$ cat src/rtl/piso_tx.sv
// -----------------------------------------------------------------------------
// piso_tx : parallel-in serial-out transmitter
//
// Accepts W-bit words over a valid/ready handshake and shifts them out one bit
// per shift_en strobe on a registered 1-bit line. A one-entry holding buffer
// lets the producer queue the next word while the current one is going out.
// When that word is queued, the next frame starts directly after the current
// one, with no idle bit between them.
//
// Parameters
//   W          word width in bits (>= 2)
//   MSB_FIRST  0: bit 0 first (a right-shift receiver rebuilds the word)
//              1: bit W-1 first
//
// Ports
//   clk          in   rising-edge clock
//   rst          in   synchronous active-high reset
//   par_valid    in   producer presents a word on par_data
//   par_data     in   [W-1:0] word, sampled on a par_valid && par_ready edge
//   par_ready    out  transmitter can take a word this cycle (combinational)
//   shift_en     in   bit strobe; one bit leaves per enabled edge while sending
//   serial_out   out  registered serial data, holds between strobes
//   serial_valid out  registered, one cycle per emitted bit
//   frame_start  out  registered, with serial_valid on bit 0 of a frame
//   frame_done   out  registered, with serial_valid on bit W-1 of a frame
//   busy         out  high while in SEND
// -----------------------------------------------------------------------------
module piso_tx #(
  parameter int W         = 3,
  parameter bit MSB_FIRST = 1'b0
) (
  input  logic         clk,
  input  logic         rst,
  input  logic         par_valid,
  input  logic [W-1:0] par_data,
  output logic         par_ready,
  input  logic         shift_en,
  output logic         serial_out,
  output logic         serial_valid,
  output logic         frame_start,
  output logic         frame_done,
  output logic         busy
);

  localparam int            CW       = (W > 1) ? $clog2(W) : 1;
  localparam logic [CW-1:0] CNT_LAST = CW'(W - 1);

  typedef enum logic {
    IDLE = 1'b0,
    SEND = 1'b1
  } state_t;

  // registered state
  state_t        r_state;
  logic [W-1:0]  r_shift;
  logic [CW-1:0] r_cnt;
  logic [W-1:0]  r_hold;
  logic          r_hold_full;
  logic          r_sout;
  logic          r_svalid;
  logic          r_fstart;
  logic          r_fdone;

  // next-state values
  state_t        w_state_nxt;
  logic [W-1:0]  w_shift_nxt;
  logic [CW-1:0] w_cnt_nxt;
  logic [W-1:0]  w_hold_nxt;
  logic          w_hold_full_nxt;
  logic          w_sout_nxt;
  logic          w_svalid_nxt;
  logic          w_fstart_nxt;
  logic          w_fdone_nxt;

  logic          w_accept;
  logic          w_emit;
  logic          w_last;
  logic          w_cur_bit;
  logic [W-1:0]  w_shifted;

  assign par_ready = !r_hold_full && !rst;
  assign w_accept  = par_valid && par_ready;

  assign w_emit    = (r_state == SEND) && shift_en;
  assign w_last    = w_emit && (r_cnt == CNT_LAST);

  // The outgoing bit always sits at the shift register's exit end; shifting
  // after each emit brings bit[count] there.
  generate
    if (MSB_FIRST) begin : g_msb
      assign w_cur_bit = r_shift[W-1];
      assign w_shifted = {r_shift[W-2:0], 1'b0};
    end else begin : g_lsb
      assign w_cur_bit = r_shift[0];
      assign w_shifted = {1'b0, r_shift[W-1:1]};
    end
  endgenerate

  always_comb begin
    w_state_nxt     = r_state;
    w_shift_nxt     = r_shift;
    w_cnt_nxt       = r_cnt;
    w_hold_nxt      = r_hold;
    w_hold_full_nxt = r_hold_full;
    w_sout_nxt      = r_sout;
    w_svalid_nxt    = 1'b0;
    w_fstart_nxt    = 1'b0;
    w_fdone_nxt     = 1'b0;

    unique case (r_state)
      IDLE: begin
        // shift_en is ignored here; the accept edge emits nothing
        if (w_accept) begin
          w_shift_nxt = par_data;
          w_cnt_nxt   = '0;
          w_state_nxt = SEND;
        end
      end

      SEND: begin
        if (w_emit) begin
          w_sout_nxt   = w_cur_bit;
          w_svalid_nxt = 1'b1;
          w_fstart_nxt = (r_cnt == '0);
          w_fdone_nxt  = (r_cnt == CNT_LAST);
          w_shift_nxt  = w_shifted;
          w_cnt_nxt    = r_cnt + 1'b1;
        end

        if (w_last) begin
          // Reload on the last-bit edge so the next frame's bit 0 can go out
          // on the very next strobe. The hold word is older than anything on
          // par_data, so it wins; accept cannot occur while hold is full.
          w_cnt_nxt = '0;
          if (r_hold_full) begin
            w_shift_nxt     = r_hold;
            w_hold_full_nxt = 1'b0;
          end else if (w_accept) begin
            w_shift_nxt = par_data;
          end else begin
            w_state_nxt = IDLE;
          end
        end else if (w_accept) begin
          w_hold_nxt      = par_data;
          w_hold_full_nxt = 1'b1;
        end
      end

      default: w_state_nxt = IDLE;
    endcase
  end

  always_ff @(posedge clk) begin
    if (rst) begin
      r_state     <= IDLE;
      r_shift     <= '0;
      r_cnt       <= '0;
      r_hold      <= '0;
      r_hold_full <= 1'b0;
      r_sout      <= 1'b0;
      r_svalid    <= 1'b0;
      r_fstart    <= 1'b0;
      r_fdone     <= 1'b0;
    end else begin
      r_state     <= w_state_nxt;
      r_shift     <= w_shift_nxt;
      r_cnt       <= w_cnt_nxt;
      r_hold      <= w_hold_nxt;
      r_hold_full <= w_hold_full_nxt;
      r_sout      <= w_sout_nxt;
      r_svalid    <= w_svalid_nxt;
      r_fstart    <= w_fstart_nxt;
      r_fdone     <= w_fdone_nxt;
    end
  end

  assign serial_out   = r_sout;
  assign serial_valid = r_svalid;
  assign frame_start  = r_fstart;
  assign frame_done   = r_fdone;
  assign busy         = (r_state == SEND);

endmodule

$ cat config.mk
export PLATFORM = sky130hd
export DESIGN_NAME = piso_tx
export DESIGN_NICKNAME = d
export VERILOG_FILES = /design/src/rtl/piso_tx.sv
export SDC_FILE = /design/constraint.sdc
export NUM_CORES = 1
export LEC_CHECK = 0
export ABC_AREA = 1
export ABC_CLOCK_PERIOD_IN_PS = 2700
export CAP_MARGIN = 20
export CORE_UTILIZATION = 45
export DETAILED_ROUTE_END_ITERATION = 12
export PLACE_DENSITY = 0.73
export SLEW_MARGIN = 30
export SYNTH_ARGS = -nofsm -noshare
export SYNTH_HDL_FRONTEND = slang
export SYNTH_SLANG_ARGS = --single-unit
$ cat constraint.sdc
create_clock -name clk -period 2.7 [get_ports clk]
set_input_delay 0.81 -clock clk [delete_from_list [all_inputs] [get_ports clk]]
set_output_delay 0.81 -clock clk [all_outputs]
set_load 0.1 [all_outputs]
==> summary.txt <==
Setup path
  • Reg-to-reg slack, setup: 1.33 ns
  • Required time of the critical path: 1.89 ns
  • CP max-delay cell: clkdlybuf4s50_1
  • Critical path type: input pin to output pin
  • CP Data Arrival Time: 1.62 ns
  • Crit path cell chain: clkdlybuf4s50_1, nor2_4, buf_12
  • Worst Setup End Kind: output pin
  • Buffers & Inverters on Critical Path: 2
  • Top cell family by delay on the critical path: buffers and inverters
  • Startpoint Class: input pin
  • Largest stage delay, worst path: 0.46 ns
  • Crit path max fanout: 2

Final layout
  • Ant. Diodes: 0
  • Final design utilization: 0.589
  • Final net count: 116
  • Area Overhead vs Synth: 22.9%
  • Layout cells sized above 1: 0.296
  • Cell Count, Final, Fillers Out: 124
  • Final instance area: 887 um^2

Clock tree
  • Worst-path clk slew: 0.08 ns
  • CTS tree: built
  • # H-tree levels: 1
  • # clock sinks: 14
  • Post-CTS Hold Buffers: 0
  • Post_cts resized: 0
  • Setup bufs post-CTS: 0
  • Root buffer cell: clkbuf_4
  • Num CTS Buffers: 3
  • Clk_lat worst skew: 0.28 ns
  • Clock Path Buffers: 2

STA
  • Setup WS post-layout: 0.267 ns
  • Setup violators final: 0
  • Min Tclk post-route: 2.43 ns
  • Fin. max-slew vios: 0
  • Hold_ws: 0.473 ns
  • Setup Skew: 0.00579 ns
  • Period Utilization, post-route: 0.901
  • TNS Setup: 0 ns
  • Fmax: 0.411 GHz
  • Max_slew headroom: 0.742
  • RSZ-0062 raised after global routing: no
  • Worst-Margin Slew: 0.386 ns
  • Final Hold Violating Endpoints: 0

Floorplan
  • Initial core utilization: 0.479
  • Die area: 1770 um^2
  • Core area: 1510 um^2
  • Die Ht: 42.1 um
  • I/O pin count: 13
  • Row Count: 14
  • Die Width: 42.1 um

Logic synthesis
  • Ys async rst share: 0
  • Share of the synthesized area in the top cell type: 0.388
  • Post-synthesis sequential area ratio: 0.388
  • Count of different cell masters after synthesis: 22
  • Adder-Cell Fraction of Synth Area: 0
  • Syn Std Cell Area: 722 um^2
  • Post-synth EDFFs: 0
  • Syn nets: 100
  • Xor-xnor portion of the synthesized cell area: 0
  • Ys flop type: dfxtp_1
  • Synth Area in Simple Gates: 0.397
  • Post-Synthesis Mean Instance Area: 7.76 um^2
  • Synth area leader: dfxtp_1
  • Synth warn: 0
  • Yosys reg bits: 14
  • Synth area leaders: dfxtp_1, nand2_4, nand3_1
  • Gate Count Post-Synth: 93
  • Largest family of logic cells by synthesized area: simple AND/OR/NAND/NOR gates
  • Post-synthesis compound-gate area fraction: 0.121
  • Most common library cells after synthesis: dfxtp_1, nand2_1, nand3_1, nor2_1, inv_1
  • Mux cell area share after synthesis: 0

Drt
  • Via/cell ratio: 5.14
  • Post-DR wirelength/cell: 10.7 um
  • DR pass1 iterations: 4
  • Post-DRT Antenna Nets: 0
  • Initial drt markers: 11
  • Routed Wire Length: 1.32 mm
  • DR vias: 637
  • DRC: 0

Power and ir drop
  • Leak: 0.392 nW
  • Total power: 0.501 mW
  • VDD IR max: 0.000388 V
  • Pwr/cell area: 565 nW/um^2

Global route
  • Gr ovfl total: 0
  • First-pass GRT wire length: 2.14 mm
  • Pin count of the biggest net entering global routing: 15
  • Antenna violations before repair: 0
  • Overall Global Routing Usage: 0.163
  • Vias in the first global route: 512

Outcome
  • Status: completed

Place
  • RePlAce Congestion: 0.820
  • DP HPWL: 1.04 mm
  • I/O Buffers: 12
  • Placed Area: 851 um^2
  • Placed cell count: 120
  • Setup slack at placement: 0.264 ns

Run
  • Max Cap Viol: 0

Min path
  • Hold Path Class: flop to flop
path summary, 6_finish.rpt:
| check | cells past startpoint | from | to |
|---|---|---|---|
| setup / recovery | 3 | rst | par_ready |
| hold / removal | 2 | r_hold[1] | r_hold[1] |
| setup reg to reg | 7 | busy | r_shift[0] |
| hold reg to reg | 2 | r_hold[1] | r_hold[1] |
routing by layer:
| metal | GRT usage | part of all wire |
|---|---|---|
| met5 | 0 | 0 |
| met1 | 0.196 | 0.46 |
| met4 | 0.0375 | 0.0083 |
| met2 | 0.266 | 0.47 |
| met3 | 0.0776 | 0.056 |
power by group:
| part | leakage [nW] | internal, mW | total (mW) | switching [mW] |
|---|---|---|---|---|
| combinational | 0.257 | 0.0387 | 0.122 | 0.0836 |
| clock | 0.0210 | 0.0820 | 0.147 | 0.0649 |
| sequential | 0.114 | 0.218 | 0.232 | 0.0145 |
layout by cell type (no fill, tap or decap), drive strengths merged:
| master | count |
|---|---|
| inv | 11 |
| nand2 | 23 |
| clkbuf | 4 |
| clkdlybuf4s50 | 6 |
| nor2 | 14 |
| o21bai | 1 |
| a21oi | 9 |
| o21ai | 4 |
| nand4 | 1 |
| nand3 | 12 |
| dfxtp | 14 |
| buf | 7 |
| nor4 | 1 |
| nor3 | 1 |
cell type report:
cell class | instances | area, um^2
timing repair buffer | 13 | 125
tap | 16 | 20.0
clock buffer | 4 | 36.3
sequential | 14 | 280
multi-input combinational | 66 | 374
inverter | 11 | 51.3
fill | 144 | 619
sequential cells by signal (all words and copies together), names as in the netlist:
register / flops
busy: 1
frame_done: 1
frame_start: 1
r_cnt: 2
r_hold: 3
r_hold_full: 1
r_shift: 3
serial_out: 1
serial_valid: 1
cell families after synthesis:
family | count (synthesis)
buffers and inverters | 13
AND/OR/NAND/NOR | 52
flip-flops | 14
AO/OA/AOI/OAI | 14
worst min-delay path: stages (launching register included):
cell,delay [ns]
dfxtp_1,0.33
nand2_2,0.07
a21oi_2,0.04
(Power assumes the default switching activity.)
